--- src/rtl/virtual_input_ctrl_if.sv ---
// Command port between the host-side decoder and the virtual input controller.
// The host drives valid/index/op; the controller answers with ready.
interface virtual_input_ctrl_if #(
    parameter int unsigned IDX_W = 5
);
    logic             cmd_valid;
    logic             cmd_ready;
    logic [IDX_W-1:0] cmd_index;
    logic [1:0]       cmd_op;

    modport master (
        output cmd_valid,
        output cmd_index,
        output cmd_op,
        input  cmd_ready
    );

    modport slave (
        input  cmd_valid,
        input  cmd_index,
        input  cmd_op,
        output cmd_ready
    );
endinterface

--- src/rtl/virtual_input_ctrl.sv ---
// Virtual push-button / slide-switch driver controlled by host commands:
// toggle, set, clear and a timed pulse that restores the original level.
module virtual_input_ctrl #(
    parameter int unsigned          N_BUTTONS    = 4,
    parameter int unsigned          N_SWITCHES   = 18,
    parameter int unsigned          IDX_W        = 5,
    parameter logic                 BUTTON_IDLE  = 1'b1,
    parameter logic [N_SWITCHES-1:0] SWITCH_INIT = '0,
    parameter int unsigned          PULSE_CYCLES = 1000000
) (
    input  logic                  clk,
    input  logic                  rst,
    virtual_input_ctrl_if.slave   cmd,
    output logic [N_BUTTONS-1:0]  buttons,
    output logic [N_SWITCHES-1:0] switches,
    output logic                  busy,
    output logic                  err
);

    localparam int unsigned NTOT     = N_BUTTONS + N_SWITCHES;
    localparam int unsigned GLOB_IDX = (32'd1 << IDX_W) - 1;
    localparam int unsigned CW       = $clog2(PULSE_CYCLES + 1);
    localparam logic [CW-1:0] CNT_LOAD = CW'(PULSE_CYCLES - 1);

    // Buttons and switches share one vector: index i lives at bit NTOT-1-i.
    localparam logic [NTOT-1:0] RST_VEC = {{N_BUTTONS{BUTTON_IDLE}}, SWITCH_INIT};
    localparam logic [NTOT-1:0] SET_VEC = {{N_BUTTONS{~BUTTON_IDLE}}, {N_SWITCHES{1'b1}}};
    localparam logic [NTOT-1:0] CLR_VEC = {{N_BUTTONS{BUTTON_IDLE}}, {N_SWITCHES{1'b0}}};

    typedef enum logic {StIdle, StPulse} state_t;

    state_t          state_q, state_d;
    logic [NTOT-1:0] vec_q, vec_d;
    logic [NTOT-1:0] mask_q, mask_d;
    logic [NTOT-1:0] orig_q, orig_d;
    logic [CW-1:0]   cnt_q, cnt_d;
    logic            err_q, err_d;

    int unsigned     idx;
    logic            in_range;
    logic            is_glob;
    logic [NTOT-1:0] mask;

    always_comb begin
        idx      = 32'(cmd.cmd_index);
        in_range = idx < NTOT;
        is_glob  = idx == GLOB_IDX;
        mask     = in_range ? (NTOT'(1) << (NTOT - 1 - idx)) : '0;
    end

    always_comb begin
        state_d = state_q;
        vec_d   = vec_q;
        mask_d  = mask_q;
        orig_d  = orig_q;
        cnt_d   = cnt_q;
        err_d   = 1'b0;
        unique case (state_q)
            StIdle: begin
                if (cmd.cmd_valid) begin
                    if (is_glob) begin
                        vec_d = RST_VEC;
                    end else if (in_range) begin
                        unique case (cmd.cmd_op)
                            2'b00: vec_d = vec_q ^ mask;
                            2'b01: vec_d = (vec_q & ~mask) | (SET_VEC & mask);
                            2'b10: vec_d = (vec_q & ~mask) | (CLR_VEC & mask);
                            default: begin
                                vec_d   = vec_q ^ mask;
                                mask_d  = mask;
                                orig_d  = vec_q & mask;
                                cnt_d   = CNT_LOAD;
                                state_d = StPulse;
                            end
                        endcase
                    end else begin
                        err_d = 1'b1;
                    end
                end
            end
            StPulse: begin
                if (cnt_q == '0) begin
                    vec_d   = (vec_q & ~mask_q) | orig_q;
                    state_d = StIdle;
                end else begin
                    cnt_d = cnt_q - CW'(1);
                end
            end
            default: state_d = StIdle;
        endcase
    end

    always_ff @(posedge clk or posedge rst) begin
        if (rst) begin
            state_q <= StIdle;
            vec_q   <= RST_VEC;
            mask_q  <= '0;
            orig_q  <= '0;
            cnt_q   <= '0;
            err_q   <= 1'b0;
        end else begin
            state_q <= state_d;
            vec_q   <= vec_d;
            mask_q  <= mask_d;
            orig_q  <= orig_d;
            cnt_q   <= cnt_d;
            err_q   <= err_d;
        end
    end

    assign buttons       = vec_q[NTOT-1:N_SWITCHES];
    assign switches      = vec_q[N_SWITCHES-1:0];
    assign cmd.cmd_ready = state_q == StIdle;
    assign busy          = state_q != StIdle;
    assign err           = err_q;

endmodule

--- src/flat_wrapper.sv ---
// flat-port wrapper written by rule: the top's interface ports become plain ports
module virtual_input_ctrl_flat 
#(
    parameter int unsigned          N_BUTTONS    = 4,
    parameter int unsigned          N_SWITCHES   = 18,
    parameter int unsigned          IDX_W        = 5,
    parameter logic                 BUTTON_IDLE  = 1'b1,
    parameter logic [N_SWITCHES-1:0] SWITCH_INIT = '0,
    parameter int unsigned          PULSE_CYCLES = 1000000
)
  (clk, rst, buttons, switches, busy, err, cmd_cmd_valid, cmd_cmd_index, cmd_cmd_op, cmd_cmd_ready);
  virtual_input_ctrl_if #(.IDX_W(IDX_W)) cmd_i ();
  input  logic clk;
  input  logic rst;
  output logic [N_BUTTONS-1:0] buttons;
  output logic [N_SWITCHES-1:0] switches;
  output logic busy;
  output logic err;
  input wire logic [$bits(cmd_i.cmd_valid)-1:0] cmd_cmd_valid;
  input wire logic [$bits(cmd_i.cmd_index)-1:0] cmd_cmd_index;
  input wire logic [$bits(cmd_i.cmd_op)-1:0] cmd_cmd_op;
  output wire logic [$bits(cmd_i.cmd_ready)-1:0] cmd_cmd_ready;
  assign cmd_i.cmd_valid = cmd_cmd_valid;
  assign cmd_i.cmd_index = cmd_cmd_index;
  assign cmd_i.cmd_op = cmd_cmd_op;
  assign cmd_cmd_ready = cmd_i.cmd_ready;
  virtual_input_ctrl #(.N_BUTTONS(N_BUTTONS), .N_SWITCHES(N_SWITCHES), .IDX_W(IDX_W), .BUTTON_IDLE(BUTTON_IDLE), .SWITCH_INIT(SWITCH_INIT), .PULSE_CYCLES(PULSE_CYCLES)) u_core (.clk(clk), .rst(rst), .cmd(cmd_i), .buttons(buttons), .switches(switches), .busy(busy), .err(err));
endmodule
--- config.mk ---
export PLATFORM = sky130hd
export DESIGN_NAME = virtual_input_ctrl_flat
export DESIGN_NICKNAME = d
export VERILOG_FILES = /design/src/rtl/virtual_input_ctrl_if.sv /design/src/rtl/virtual_input_ctrl.sv /design/src/flat_wrapper.sv
export SDC_FILE = /design/constraint.sdc
export NUM_CORES = 1
export LEC_CHECK = 0
export BUFFER_PORTS_ARGS = -buffer_cell sky130_fd_sc_hd__buf_2
export CAP_MARGIN = 20
export CORE_ASPECT_RATIO = 0.8
export CORE_MARGIN = 10
export CORE_UTILIZATION = 50
export CTS_BUF_LIST = sky130_fd_sc_hd__clkbuf_16
export DETAILED_ROUTE_END_ITERATION = 12
export GPL_ROUTABILITY_DRIVEN = 0
export PLACE_DENSITY = 0.7
export SLEW_MARGIN = 0
export SYNTH_ARGS = -nofsm -noshare
export SYNTH_HDL_FRONTEND = slang
export SYNTH_SLANG_ARGS = --single-unit
--- constraint.sdc ---
create_clock -name clk -period 2.3 [get_ports clk]
set_input_delay 0.115 -clock clk [delete_from_list [all_inputs] [get_ports clk]]
set_output_delay 0.115 -clock clk [all_outputs]
set_load 0.03 [all_outputs]
### Word level (Yosys, flattened, before mapping)

Cells that the tools add are included.

* word-level logic and storage cells: 61
* output and inout port bits: 25
* register bits: 88
* bits of input ports: 10

* magnitude comparators: 1
* bitwise operators: 12
* equality and inequality tests: 10
* add/subtract/negate cells: 2
* reductions and logical operators: 6
* mux-type cells: 23
* shift operators: 1

Operators with widths (number)
* 22-bit 2-to-1 mux: 5
* 20-bit 2-to-1 mux: 5
* 22-bit case mux with 2 select lines: 2
* 22-bit AND: 3
* 22-bit inverter: 2
* 22-bit bitwise OR: 2
* 20-bit case mux with 2 select lines: 1
* 1-bit by 32-bit << shifter with 22-bit output (first input constant): 1
* 22-bit by 18-bit bitwise OR with 22-bit output: 1
* 22-bit XOR: 1
* 20-bit logical NOT: 1
* 20-bit by 1-bit subtractor with 20-bit output (second input constant): 1
* 2-bit inequality test (second input constant): 5
* 5-bit AND reduction: 2
* 1-bit 2-to-1 mux: 9
* 5-bit by 5-bit subtractor with 6-bit output (first input constant): 1
* 5-bit equality test (second input constant): 1
* 5-bit < comparator (second input constant): 1
* 3-bit by 1-bit inequality test with 1-bit output (second input constant): 1
* 1-bit inverter: 3
* 3-bit AND reduction: 1
* 3-bit OR reduction: 1
* 2-bit by 1-bit equality test with 1-bit output (second input constant): 1
* 2-bit equality test (second input constant): 1
* other kinds (3): 3

### Logic depth before layout (Yosys ltp)

Gate-level depths: netlist of run 1.

* depth after elaboration: 11
* gate-level depth with buffers: 11
* mapped depth without buffers: 10

### Least setup slack after synthesis of run 1

Ideal clock, no wire load.

* path type: input to register
* start point: input cmd_cmd_index[1]
* end point: register u_core.vec_q[7]
* arrival: 2.172 ns
* library setup time: 0.125 ns
* path buffers: 1
* stages: 9
* required time: 2.175 ns
* setup slack: 0.003 ns
* path through: ha_1 o21ai_1 nand2b_1 clkbuf_1 or3_1 ha_1 a221oi_1 o32ai_1 mux2_4

* word-level cells in the longest chain between the ends: 11
* elaborated cells between the ends (all ways): 17
* classes of those cells: add/sub (1); order compare (1); eq/ne (2); shift (1); mux (6); bitwise (5); reduce/logical (1)

RTL lines
* start, declared: line flat_wrapper.sv:20 `input wire logic [$bits(cmd_i.cmd_index)-1:0] cmd_cmd_index;`
* 5-bit by 5-bit subtractor with 6-bit output: line virtual_input_ctrl.sv:48 `mask = in_range ? (NTOT'(1) << (NTOT - 1 - idx)) : '0;`
* 1-bit by 32-bit << shifter with 22-bit output: line virtual_input_ctrl.sv:48
* 22-bit 2-to-1 mux: line virtual_input_ctrl.sv:48
* 22-bit inverter: line virtual_input_ctrl.sv:66, virtual_input_ctrl.sv:67
* 22-bit AND: line virtual_input_ctrl.sv:66, virtual_input_ctrl.sv:67
* 22-bit bitwise OR or 22-bit by 18-bit bitwise OR with 22-bit output (tied branches): line virtual_input_ctrl.sv:67, virtual_input_ctrl.sv:66
* 22-bit case mux with 2 select lines: line virtual_input_ctrl.sv:64 `unique case (cmd.cmd_op)`
* 22-bit 2-to-1 mux: line virtual_input_ctrl.sv:63 `end else if (in_range) begin`
* 22-bit 2-to-1 mux: line virtual_input_ctrl.sv:61 `if (is_glob) begin`
* 22-bit 2-to-1 mux: line virtual_input_ctrl.sv:60 `if (cmd.cmd_valid) begin`
* 22-bit case mux with 2 select lines: line virtual_input_ctrl.sv:58 `unique case (state_q)`
* end signal, assigned: line virtual_input_ctrl.sv:103 `vec_q <= vec_d;`
* end, declared: line virtual_input_ctrl.sv:33 `logic [NTOT-1:0] vec_q, vec_d;`

Several ways; a longest one is shown, not always the timed one. The select of a mux whose other input is x is not followed.
A chain may end at the register's enable or synchronous reset.

### Worst setup path after layout of run 1

* start point: input cmd_cmd_index[1]
* end point: register u_core.vec_q[14]

* word-level cells in the longest chain between the ends: 11
* elaborated cells between the ends (all ways): 17
* classes of those cells: add/sub (1); order compare (1); eq/ne (2); shift (1); mux (6); bitwise (5); reduce/logical (1)

RTL lines
* 5-bit by 5-bit subtractor with 6-bit output: line virtual_input_ctrl.sv:48
* 1-bit by 32-bit << shifter with 22-bit output: line virtual_input_ctrl.sv:48
* 22-bit 2-to-1 mux (*): line virtual_input_ctrl.sv:48
* named net u_core.mask[14]: line virtual_input_ctrl.sv:42 `logic [NTOT-1:0] mask;`
* 22-bit inverter: line virtual_input_ctrl.sv:66, virtual_input_ctrl.sv:67
* 22-bit AND: line virtual_input_ctrl.sv:66, virtual_input_ctrl.sv:67
* 22-bit bitwise OR or 22-bit by 18-bit bitwise OR with 22-bit output (tied branches): line virtual_input_ctrl.sv:67, virtual_input_ctrl.sv:66
* 22-bit case mux with 2 select lines (*): line virtual_input_ctrl.sv:64
* 22-bit 2-to-1 mux (*): line virtual_input_ctrl.sv:63
* 22-bit 2-to-1 mux (*): line virtual_input_ctrl.sv:61
* 22-bit 2-to-1 mux (*): line virtual_input_ctrl.sv:60
* 22-bit case mux with 2 select lines (*): line virtual_input_ctrl.sv:58

Mark *: on every way through the listed nets, which the timed path passes. The rest lies on a longest branch. The select of a mux whose other input is x is not followed.

==> flow_metrics.py, run 1 <==
metrics = {
    "cts": {
        "clockRootBuffer": "clkbuf_16",
        "path_clk_slew_ps": 70,
        "htreeDepth": 3,
        "cts_tree": "yes",
        "cts_setup_buffers": 0,
        "clock-sinks": 88,
        "insertion_delay_ps": 350,
        "cts_buffers": 9,
        "cts.path.max_buffers": 2,
    },
    "layout": {
        "fin_area_um2": 7090,
        "fill_cells": 1058,
        "drive_above_1_share_pct": 20.9,
        "layout.nets": 805,
        "multi_input_area_um2": 3460,
        "syn_to_final_growth_pct": 15.9,
        "final_cells": 880,
        "seq_area_um2": 2210,
        "utilization_pct": 58.7,
        "antenna_cells": 0,
    },
    "timing": {
        "finClkSkew_ps": 8.19,
        "hold_slack_ps": 206,
        "max_slew.worst_pin.slew_ps": 673,
        "fin_crit_ps": 2150,
        "finalSetupTns_ps": 0,
        "setup_viol": 0,
        "maxSlewViolCount": 0,
        "finalCritPeriodShare_pct": 93.4,
        "slew_headroom_pct": 55.1,
        "rsz0062_at_grt": "no",
        "hold_viol": 0,
        "max_freq_ghz": 0.466,
    },
    "worst_setup_path": {
        "timing.rr.start": "u_core.cnt_q[0]$_DFFE_PP0P_",
        "cp_slowest_cell": "nor3_1",
        "cp-end-kind": "flop",
        "worstSetupStartpoint": "cmd_cmd_index[1]",
        "crit_required_ps": 2540,
        "r2r_slack_ps": 200,
        "r2r_cells": 7,
        "path_class": "primary input to flop",
        "reg2reg_to": "u_core.vec_q[10]$_DFFE_PP0P_",
        "cp_cell_sequence": "buf_2 > ha_1 > o21ai_1 > buf_4 > nand2b_1 > nor3_1 > inv_1 > ha_1 > a221oi_1 > o32ai_1 > mux2_4",
        "crit_arrival_ps": 2390,
        "cp_max_fo": 8,
        "cp_common_cell": "ha_1",
        "start_kind": "primary input",
        "cpPeakStageDelay_ps": 410,
    },
    "min_path": {
        "hp-start": "cmd_cmd_valid",
        "min_path_type": "primary input to flop",
        "hold_end": "u_core.err$_DFF_PP0_",
        "worstHoldPathCells": 3,
    },
    "synthesis": {
        "synth_ff_type": "dfrtp_1",
        "ys_seq_area_share_pct": 36.1,
        "synth_top_family_by_area": "simple AND/OR/NAND/NOR gates",
        "synth.distinct_cells": 54,
        "synth.mux.area_fraction_pct": 9.78,
        "synthTopCellsByArea": "dfrtp_1, ha_1, nand2_1, inv_1, mux2_4",
        "async_reset_ff_share_pct": 100,
        "synth_xor_area_share_pct": 0,
        "synth_top_area_share_pct": 34.4,
        "synth_edf_count": 0,
        "synth_compound_area_share_pct": 13.3,
        "synth.largest_area_cell": "dfrtp_1",
        "avgSynthCellArea_um2": 9.30,
        "ys_top_cells_by_count": "nand2_1, inv_1, dfrtp_1",
        "yosys.area_share.adder_pct": 14.7,
        "yosysWarnings": 0,
        "synth-simple-area-share_pct": 18.4,
        "synthCells": 657,
        "synth.most_common_cell": "nand2_1",
        "synth.ff_latch_count": 88,
        "syn-cell-area_um2": 6110,
        "syn-num-nets": 739,
    },
    "global_routing": {
        "grt_remaining_overflow": 0,
        "grtUsageTotal_pct": 18.4,
        "gr-usage-met1_pct": 23.3,
        "antenna_found_initial": 0,
        "grtUsageMet3_pct": 5.08,
        "grt_pass1_vias": 5164,
        "grt_use_met2_pct": 30.1,
        "grt_first_pass_wirelength_um": 25500,
        "grt_max_degree": 47,
        "grt_busiest_layer": "met2",
    },
    "placed_design": {
        "portBuffers": 34,
        "placed_area_um2": 6790,
        "dp_hpwl_um": 10400,
        "dp.cells": 863,
    },
    "route": {
        "num_vias": 4966,
        "wirelength_um": 15200,
        "drcViolationCount": 0,
        "drtIter0Drc": 318,
        "first_pass_iters": 4,
        "avgRoutedWirePerCell_um": 17.3,
        "antenna_left": 0,
        "viasPerCell": 5.64,
    },
    "die": {
        "core-area_um2": 12100,
        "initial_core_util_pct": 50.6,
        "die_h_um": 119,
        "dieWidth_um": 144,
        "std_cell_rows": 36,
        "io-pin-count": 35,
        "dieArea_um2": 17100,
    },
    "pwr": {
        "vdd_drop_max_uv": 336,
        "p_leak_nw": 3.29,
        "p_per_area_nw_per_um2": 467,
    },
    "status": {
        "status": "finished, final reports clean",
    },
    "run": {
        "maxCapViolCount": 0,
    },
}
through the flow:
stage          power, mW  setup WS (ps)
2_1_floorplan       1.77           2.86
3_3_place_gp        1.88          -88.7
3_5_place_dp        1.89           -272
4_1_cts             3.33           18.2
5_1_grt             3.43           53.5
6_report            3.31            153
power by group:
group          total [mW]  switching [mW]  internal (mW)
registers            1.58          0.0138           1.56
logic               0.293           0.178          0.115
clock network        1.44           0.620          0.823
placed cells by master (no fill, tap or decap), types with 9 or more instances in the layout:
cell | synthesis | routed
nand2_1 | 86 | 86
nor2b_1 | 23 | 23
ha_1 | 72 | 72
clkbuf_16 | 0 | 9
mux2_4 | 20 | 20
dfrtp_1 | 84 | 84
mux2i_1 | 14 | 14
nor2_1 | 35 | 35
a221oi_1 | 18 | 18
nand2b_1 | 16 | 16
inv_1 | 85 | 86
buf_2 | 7 | 34
mux2_2 | 14 | 14
o32ai_1 | 18 | 18
buf_4 | 0 | 49
o21ai_0 | 14 | 14
a21oi_1 | 29 | 29
kinds of logic after synthesis:
family,count (synthesis)
compound gates,115
fa+ha+maj,72
buf+inv,118
flops,88
mux,48
simple gates,216
timing repair:
item	4_1_cts	5_1_grt
hold buffers	1	0
hold endpoints to repair	27	0
setup endpoints to repair	0	4
resized for setup	0	1
how the worst max path moves through the flow:
stage,depth (start not counted),endpoint
CTS,12,u_core.vec_q[4]$_DFFE_PP0P_
detailed placement,12,u_core.vec_q[4]$_DFFE_PP0P_
finish,11,u_core.vec_q[14]$_DFFE_PP0P_
global placement,12,u_core.vec_q[5]$_DFFE_PP0P_
floorplan,9,u_core.vec_q[7]$_DFFE_PP0P_
global route,11,u_core.vec_q[14]$_DFFE_PP0P_
per-layer routing:
| layer | up-vias | wire length [µm] |
|---|---|---|
| met3 | 18 | 915 |
| met4 | 0 | 217 |
| met2 | 112 | 7460 |
| met1 | 2456 | 6630 |
| li1 | 2380 | - |
| met5 | - | 0 |
worst max-delay path, delay by kind of cell:
family	cells	cell delay [ps]
simple gates	2	570
fa+ha+maj	2	470
mux	1	270
buf+inv	3	440
compound gates	3	510
registers in the layout (all words and copies together), names as in the netlist:
name and cells:
u_core.mask_q 22, u_core.cnt_q 20, u_core.busy 1, u_core.orig_q 22, u_core.vec_q 22, u_core.err 1
cell type report:
| class | instances | share of cell area [%] |
|---|---|---|
| Clock inverter | 7 | 0.777 |
| Multi-Input combinational cell | 451 | 48.8 |
| Timing Repair Buffer | 88 | 8.86 |
| Clock buffer | 9 | 3.18 |
| Sequential cell | 88 | 31.1 |
| Inverter | 85 | 4.55 |
| Tap cell | 152 | 2.68 |
(Power assumes the default switching activity.)
==> run 2: changes to the inputs <==
- CELL_PAD_IN_SITES_DETAIL_PLACEMENT: default -> 1
- CELL_PAD_IN_SITES_GLOBAL_PLACEMENT: default -> 2
- CORE_UTILIZATION: 50 -> 36
- GPL_TIMING_DRIVEN: default -> 0
- PLACE_DENSITY: 0.7 -> default
- PLACE_DENSITY_LB_ADDON: default -> 0.1
==> run 2 against run 1 <==
Count of clock-buffer cells in the layout did not move; clock skew rose by 2.8 ps; via count fell by 1.1%; die area rose by 32%; utilization fell by 17 points; design area fell by 2.2%; register-to-register slack got worse by 60 ps; sequential share of layout area rose by 0.70 points; critical endpoint is now u_core.vec_q[18]$_DFFE_PP1P_; highest routed layer unchanged.
==> flow_metrics.py, run 2 (same netlist as run 1, synthesis figures left out) <==
metrics = {
    "global_routing": {
        "antenna_found_initial": 0,
        "grtUsageMet3_pct": 3.58,
        "grt_remaining_overflow": 0,
        "grt_max_degree": 35,
        "grt_busiest_layer": "met2",
        "grt_use_met2_pct": 28.4,
        "grt_first_pass_wirelength_um": 30100,
        "grt_pass1_vias": 5339,
        "grtUsageTotal_pct": 16.7,
        "gr-usage-met1_pct": 21.1,
    },
    "die": {
        "io-pin-count": 35,
        "initial_core_util_pct": 36.8,
        "dieWidth_um": 166,
        "std_cell_rows": 42,
        "core-area_um2": 16600,
        "dieArea_um2": 22600,
        "die_h_um": 137,
    },
    "timing": {
        "finalCritPeriodShare_pct": 95.5,
        "max_freq_ghz": 0.455,
        "maxSlewViolCount": 0,
        "max_slew.worst_pin.slew_ps": 824,
        "rsz0062_at_grt": "yes",
        "finClkSkew_ps": 10.9,
        "hold_slack_ps": 191,
        "fin_crit_ps": 2200,
        "slew_headroom_pct": 44.9,
        "hold_viol": 0,
        "setup_viol": 0,
    },
    "layout": {
        "drive_above_1_share_pct": 16.7,
        "final_cell_mix": "nand2_1, inv_1, dfrtp_1, ha_1, buf_2",
        "multi_input_area_um2": 3500,
        "syn_to_final_growth_pct": 13.4,
        "antenna_cells": 0,
        "fin_area_um2": 6930,
        "layout.nets": 787,
        "utilization_pct": 41.7,
        "top_regs": "u_core.mask_q x22, u_core.orig_q x22, u_core.vec_q x22",
        "seq_area_um2": 2210,
        "final_common_cell": "nand2_1",
        "fill_cells": 1963,
    },
    "worst_setup_path": {
        "cp-end-kind": "flop",
        "path_class": "primary input to flop",
        "r2r_cells": 5,
        "cp_max_fo": 8,
        "crit_required_ps": 2580,
        "timing.rr.start": "u_core.cnt_q[16]$_DFFE_PP0P_",
        "reg2reg_to": "u_core.vec_q[6]$_DFFE_PP0P_",
        "r2r_slack_ps": 140,
        "start_kind": "primary input",
        "crit_arrival_ps": 2480,
    },
    "status": {
        "status": "finished, final reports clean",
    },
    "cts": {
        "clock-sinks": 88,
        "cts_buffers": 9,
        "htreeDepth": 3,
        "clockRootBuffer": "clkbuf_16",
        "insertion_delay_ps": 360,
        "cts_tree": "yes",
        "path_clk_slew_ps": 70,
        "cts.path.max_buffers": 2,
    },
    "route": {
        "viasPerCell": 5.29,
        "wirelength_um": 18700,
        "num_vias": 4911,
        "avgRoutedWirePerCell_um": 20.2,
        "first_pass_iters": 4,
        "drtIter0Drc": 212,
        "antenna_left": 0,
        "drcViolationCount": 0,
    },
    "min_path": {
        "worstHoldPathCells": 3,
        "hold_end": "u_core.err$_DFF_PP0_",
        "hp-start": "cmd_cmd_valid",
        "min_path_type": "primary input to flop",
    },
    "run": {
        "maxCapViolCount": 0,
    },
    "placed_design": {
        "portBuffers": 33,
        "placed_area_um2": 6600,
        "dp_hpwl_um": 13600,
    },
    "pwr": {
        "vdd_drop_max_uv": 381,
        "p_per_area_nw_per_um2": 464,
        "p_leak_nw": 3.11,
    },
}
-- run 2: cell types whose count changed in the layout (fill, tap and decap cells not counted), sizes merged --
cell / before / now
clkinv: 4 / 3
buf: 87 / 47
inv: 86 / 84
clkinvlp: 1 / 3
bufinv: 1 / 0
clkbuf: 9 / 31
-- run 2: critical path, stage by stage --
cell	delay, ps
buf_2	140
ha_1	280
o21ai_4	250
nand4_1	370
nor2_4	280
inv_1	90
ha_1	280
and2_1	150
o31a_1	270
mux2_4	250
-- run 2: layer usage --
layer | up-vias | routed length, µm
li1 | 2336 | -
met1 | 2497 | 9010
met2 | 63 | 8920
met3 | 15 | 604
met4 | 0 | 174
met5 | - | 0
-- run 2: cell type report --
cell class                 count  area share (%)
tap                          220            3.97
timing repair buffer          38            3.32
clock inverter                 5           0.379
buffer                        32            2.17
sequential                    88            31.8
inverter                      85            4.66
clock buffer                   9            3.25
multi-input combinational    451            50.4
-- run 2: power breakdown --
part	leakage (nW)	switching, mW	internal, mW
sequential	1.03	0.0135	1.56
combinational	1.96	0.198	0.0916
clock	0.116	0.643	0.710
-- run 2: stage by stage --
stage                     setup slack (ps)  power, mW  cells  setup TNS [ps]
after floorplan                       2.86       1.77    657               0
after global placement                -622       1.87    910           -9470
after detailed placement              -742       1.89    912          -11860
after CTS                             17.6       3.26    928               0
after global routing                 -13.0       3.36    928           -44.2
final                                  104       3.22    928               0
-- run 2: how the worst max path moves through the flow --
stage	startpoint	endpoint	slack, ps	depth (start not counted)
after global placement	cmd_cmd_index[1]	u_core.vec_q[15]$_DFFE_PP0P_	-620	11
final	cmd_cmd_index[1]	u_core.vec_q[18]$_DFFE_PP1P_	100	10
after detailed placement	cmd_cmd_index[1]	u_core.vec_q[15]$_DFFE_PP0P_	-740	11
after global routing	cmd_cmd_index[1]	u_core.vec_q[18]$_DFFE_PP1P_	-10	10
after CTS	cmd_cmd_index[1]	u_core.vec_q[6]$_DFFE_PP0P_	20	10
after floorplan	cmd_cmd_index[1]	u_core.vec_q[7]$_DFFE_PP0P_	3	9
-- run 2: what timing repair did --
action	4_1_cts	5_1_grt
pin swaps	0	2
setup buffers	1	1
cloned	0	0
gates resized for setup	8	14
endpoints found under the setup margin	22	27
hold endpoints to repair	32	0
hold buffers	1	0
==> run 3: changes to the inputs <==
- ABC_CLOCK_PERIOD_IN_PS: default -> 2300
- BUFFER_PORTS_ARGS: -buffer_cell sky130_fd_sc_hd__buf_2 -> -buffer_cell sky130_fd_sc_hd__buf_4
==> run 3 against run 2 <==
Clock skew up 1.4 ps; sequential power is essentially flat; first-iteration DRC count increased by 5.2%; largest cell class unchanged; via count is essentially flat; critical path depth unchanged; worst hold slack improved by 9.6 ps; worst setup slack lost 17 ps; fmax shrank 0.75%; clock power hardly changed; non-clock buffer count decreased by 1; design area rose by 0.99%; final cell count grew 0.11%.
==> flow_metrics.py, run 3 (same netlist as run 1, synthesis figures left out) <==
metrics = {
    "worst_setup_path": {
        "cp_common_cell": "ha_1",
        "cpPeakStageDelay_ps": 330,
        "cp_cell_sequence": "buf_4 > ha_1 > o21ai_4 > nand4_1 > nor2_2 > inv_1 > ha_1 > and2_1 > o31a_1 > mux2_4",
        "path_class": "primary input to flop",
        "crit_buf_inv": 2,
        "start_kind": "primary input",
        "cp_top_family": "simple AND/OR/NAND/NOR gates",
        "cp_slowest_cell": "nor2_2",
        "crit_required_ps": 2580,
        "cp-end-kind": "flop",
        "cp_max_fo": 8,
        "r2r_cells": 7,
        "path_depth": 10,
        "worstSetupStartpoint": "cmd_cmd_index[1]",
        "crit_arrival_ps": 2490,
        "timing.rr.start": "u_core.cnt_q[0]$_DFFE_PP0P_",
    },
    "global_routing": {
        "grt_first_pass_wirelength_um": 29900,
        "grt_pass1_vias": 5364,
        "grtUsageTotal_pct": 16.5,
        "antenna_found_initial": 0,
        "grt_remaining_overflow": 0,
        "grt_max_degree": 36,
    },
    "layout": {
        "drive_above_1_share_pct": 16.5,
        "final_cell_mix": "nand2_1, inv_1, dfrtp_1, ha_1, buf_4",
        "top_regs": "u_core.mask_q x22, u_core.orig_q x22, u_core.vec_q x22",
        "final_common_cell": "nand2_1",
        "layout.nets": 786,
        "final_cells": 929,
        "syn_to_final_growth_pct": 14.5,
        "antenna_cells": 0,
    },
    "cts": {
        "path_clk_slew_ps": 60,
        "clockRootBuffer": "clkbuf_16",
        "clock-sinks": 88,
        "cts.path.max_buffers": 2,
        "cts_buffers": 9,
        "htreeDepth": 3,
        "insertion_delay_ps": 360,
        "cts_tree": "yes",
    },
    "timing": {
        "max_slew.worst_pin.slew_ps": 793,
        "finClkSkew_ps": 12.3,
        "fin_crit_ps": 2210,
        "rsz0062_at_grt": "yes",
        "setup_viol": 0,
        "finalCritPeriodShare_pct": 96.2,
        "max_freq_ghz": 0.452,
        "slew_headroom_pct": 47.2,
        "hold_viol": 0,
        "finalSetupTns_ps": 0,
        "maxSlewViolCount": 0,
        "worst_slack_ps": 87.6,
    },
    "placed_design": {
        "dp.cells": 912,
        "portBuffers": 33,
        "dp_slack_ps": -766,
        "dp_hpwl_um": 13400,
    },
    "route": {
        "drcViolationCount": 0,
        "drtIter0Drc": 223,
        "dr_wl_met2_um": 8640,
        "drt-met1-wl_um": 9000,
        "first_pass_iters": 4,
        "num_vias": 4909,
        "avgRoutedWirePerCell_um": 20.0,
        "viasPerCell": 5.28,
        "dr_wl_met3_um": 727,
        "wirelength_um": 18600,
        "antenna_left": 0,
        "top_layer": "met4",
    },
    "pwr": {
        "p_per_area_nw_per_um2": 459,
        "netSwitchingPower_mw": 0.846,
        "p_leak_nw": 3.16,
        "p_int_mw": 2.37,
        "p_clk_share_pct": 41.9,
        "report.power.total_mw": 3.21,
        "pwr-share-comb_pct": 9.1,
        "vdd_drop_max_uv": 329,
        "seq_power_share_pct": 49.0,
        "swShare_pct": 26.3,
    },
    "die": {
        "dieWidth_um": 166,
        "dieArea_um2": 22600,
        "initial_core_util_pct": 36.8,
        "io-pin-count": 35,
        "core-area_um2": 16600,
        "std_cell_rows": 42,
        "die_h_um": 137,
    },
    "min_path": {
        "worstHoldPathCells": 3,
        "hp-start": "cmd_cmd_valid",
        "min_path_type": "primary input to flop",
    },
    "status": {
        "status": "finished, final reports clean",
    },
    "run": {
        "maxCapViolCount": 0,
    },
}
-- run 3: changes by cell type in the layout (fill, tap and decap cells not counted), sizes merged --
| cell | before | now |
|---|---|---|
| clkinvlp | 3 | 1 |
| clkbuf | 31 | 30 |
| inv | 84 | 85 |
| clkinv | 3 | 6 |
-- run 3: repair_timing --
action	in CTS	in global routing
hold buffers	1	0
pin swaps	0	0
hold endpoints to repair	25	0
cloned	0	0
endpoints found under the setup margin	21	25
buffers inserted	1	0
gates resized for setup	6	11
-- run 3: area by class of cell --
type                            instances  area [µm²]
Multi-Input combinational cell        451        3490
Fill cell                            1949        9600
Tap cell                              220         275
Clock buffer                            9         225
Sequential cell                        88        2210
Inverter                               85         323
Timing Repair Buffer                   37         305
Buffer                                 32         148
Clock inverter                          7        30.0
-- run 3: worst reg2reg max path: stages (launching register included) --
cell     delay (ps)
dfrtp_1         440
inv_1            80
ha_1            200
nor4b_4         230
nand3_1         230
o21ai_4         270
buf_6           260
mux2_4          330
-- run 3: worst paths after layout --
check / to / slack, ps
worst max-delay path: u_core.vec_q[18]$_DFFE_PP1P_ / 90
worst min-delay path: u_core.err$_DFF_PP0_ / 200
worst max register to register: u_core.vec_q[3]$_DFFE_PP0P_ / 160
worst min register to register: u_core.mask_q[0]$_DFFE_PP0P_ / 480
max in group asynchronous: u_core.vec_q[21]$_DFFE_PP1P_ / 1210
min in group asynchronous: u_core.vec_q[3]$_DFFE_PP0P_ / 410
-- run 3: power by group through the flow --
stage	clock network (mW)	registers (mW)	logic, mW
floorplan	0	1.60	0.172
global placement	0	1.60	0.267
detailed placement	0	1.60	0.285
CTS	1.40	1.57	0.295
global route	1.45	1.58	0.325
finish	1.35	1.57	0.291
-- run 3: through the flow --
step | utilization, % | hold WS [ps] | instance area (µm²)
after floorplan | - | 326 | 6120
after global placement | 40.0 | 458 | 6640
after detailed placement | 40.2 | 250 | 6680
after CTS | 42.1 | 181 | 6990
after global routing | 42.2 | 200 | 7000
final | 42.2 | 200 | 7000
-- run 3: layer usage --
| metal | up-vias | GRT usage [%] |
|---|---|---|
| met5 | - | 0 |
| met4 | 0 | 4.91 |
| met3 | 16 | 3.01 |
| met2 | 76 | 27.7 |
| met1 | 2484 | 21.4 |
| li1 | 2333 | - |
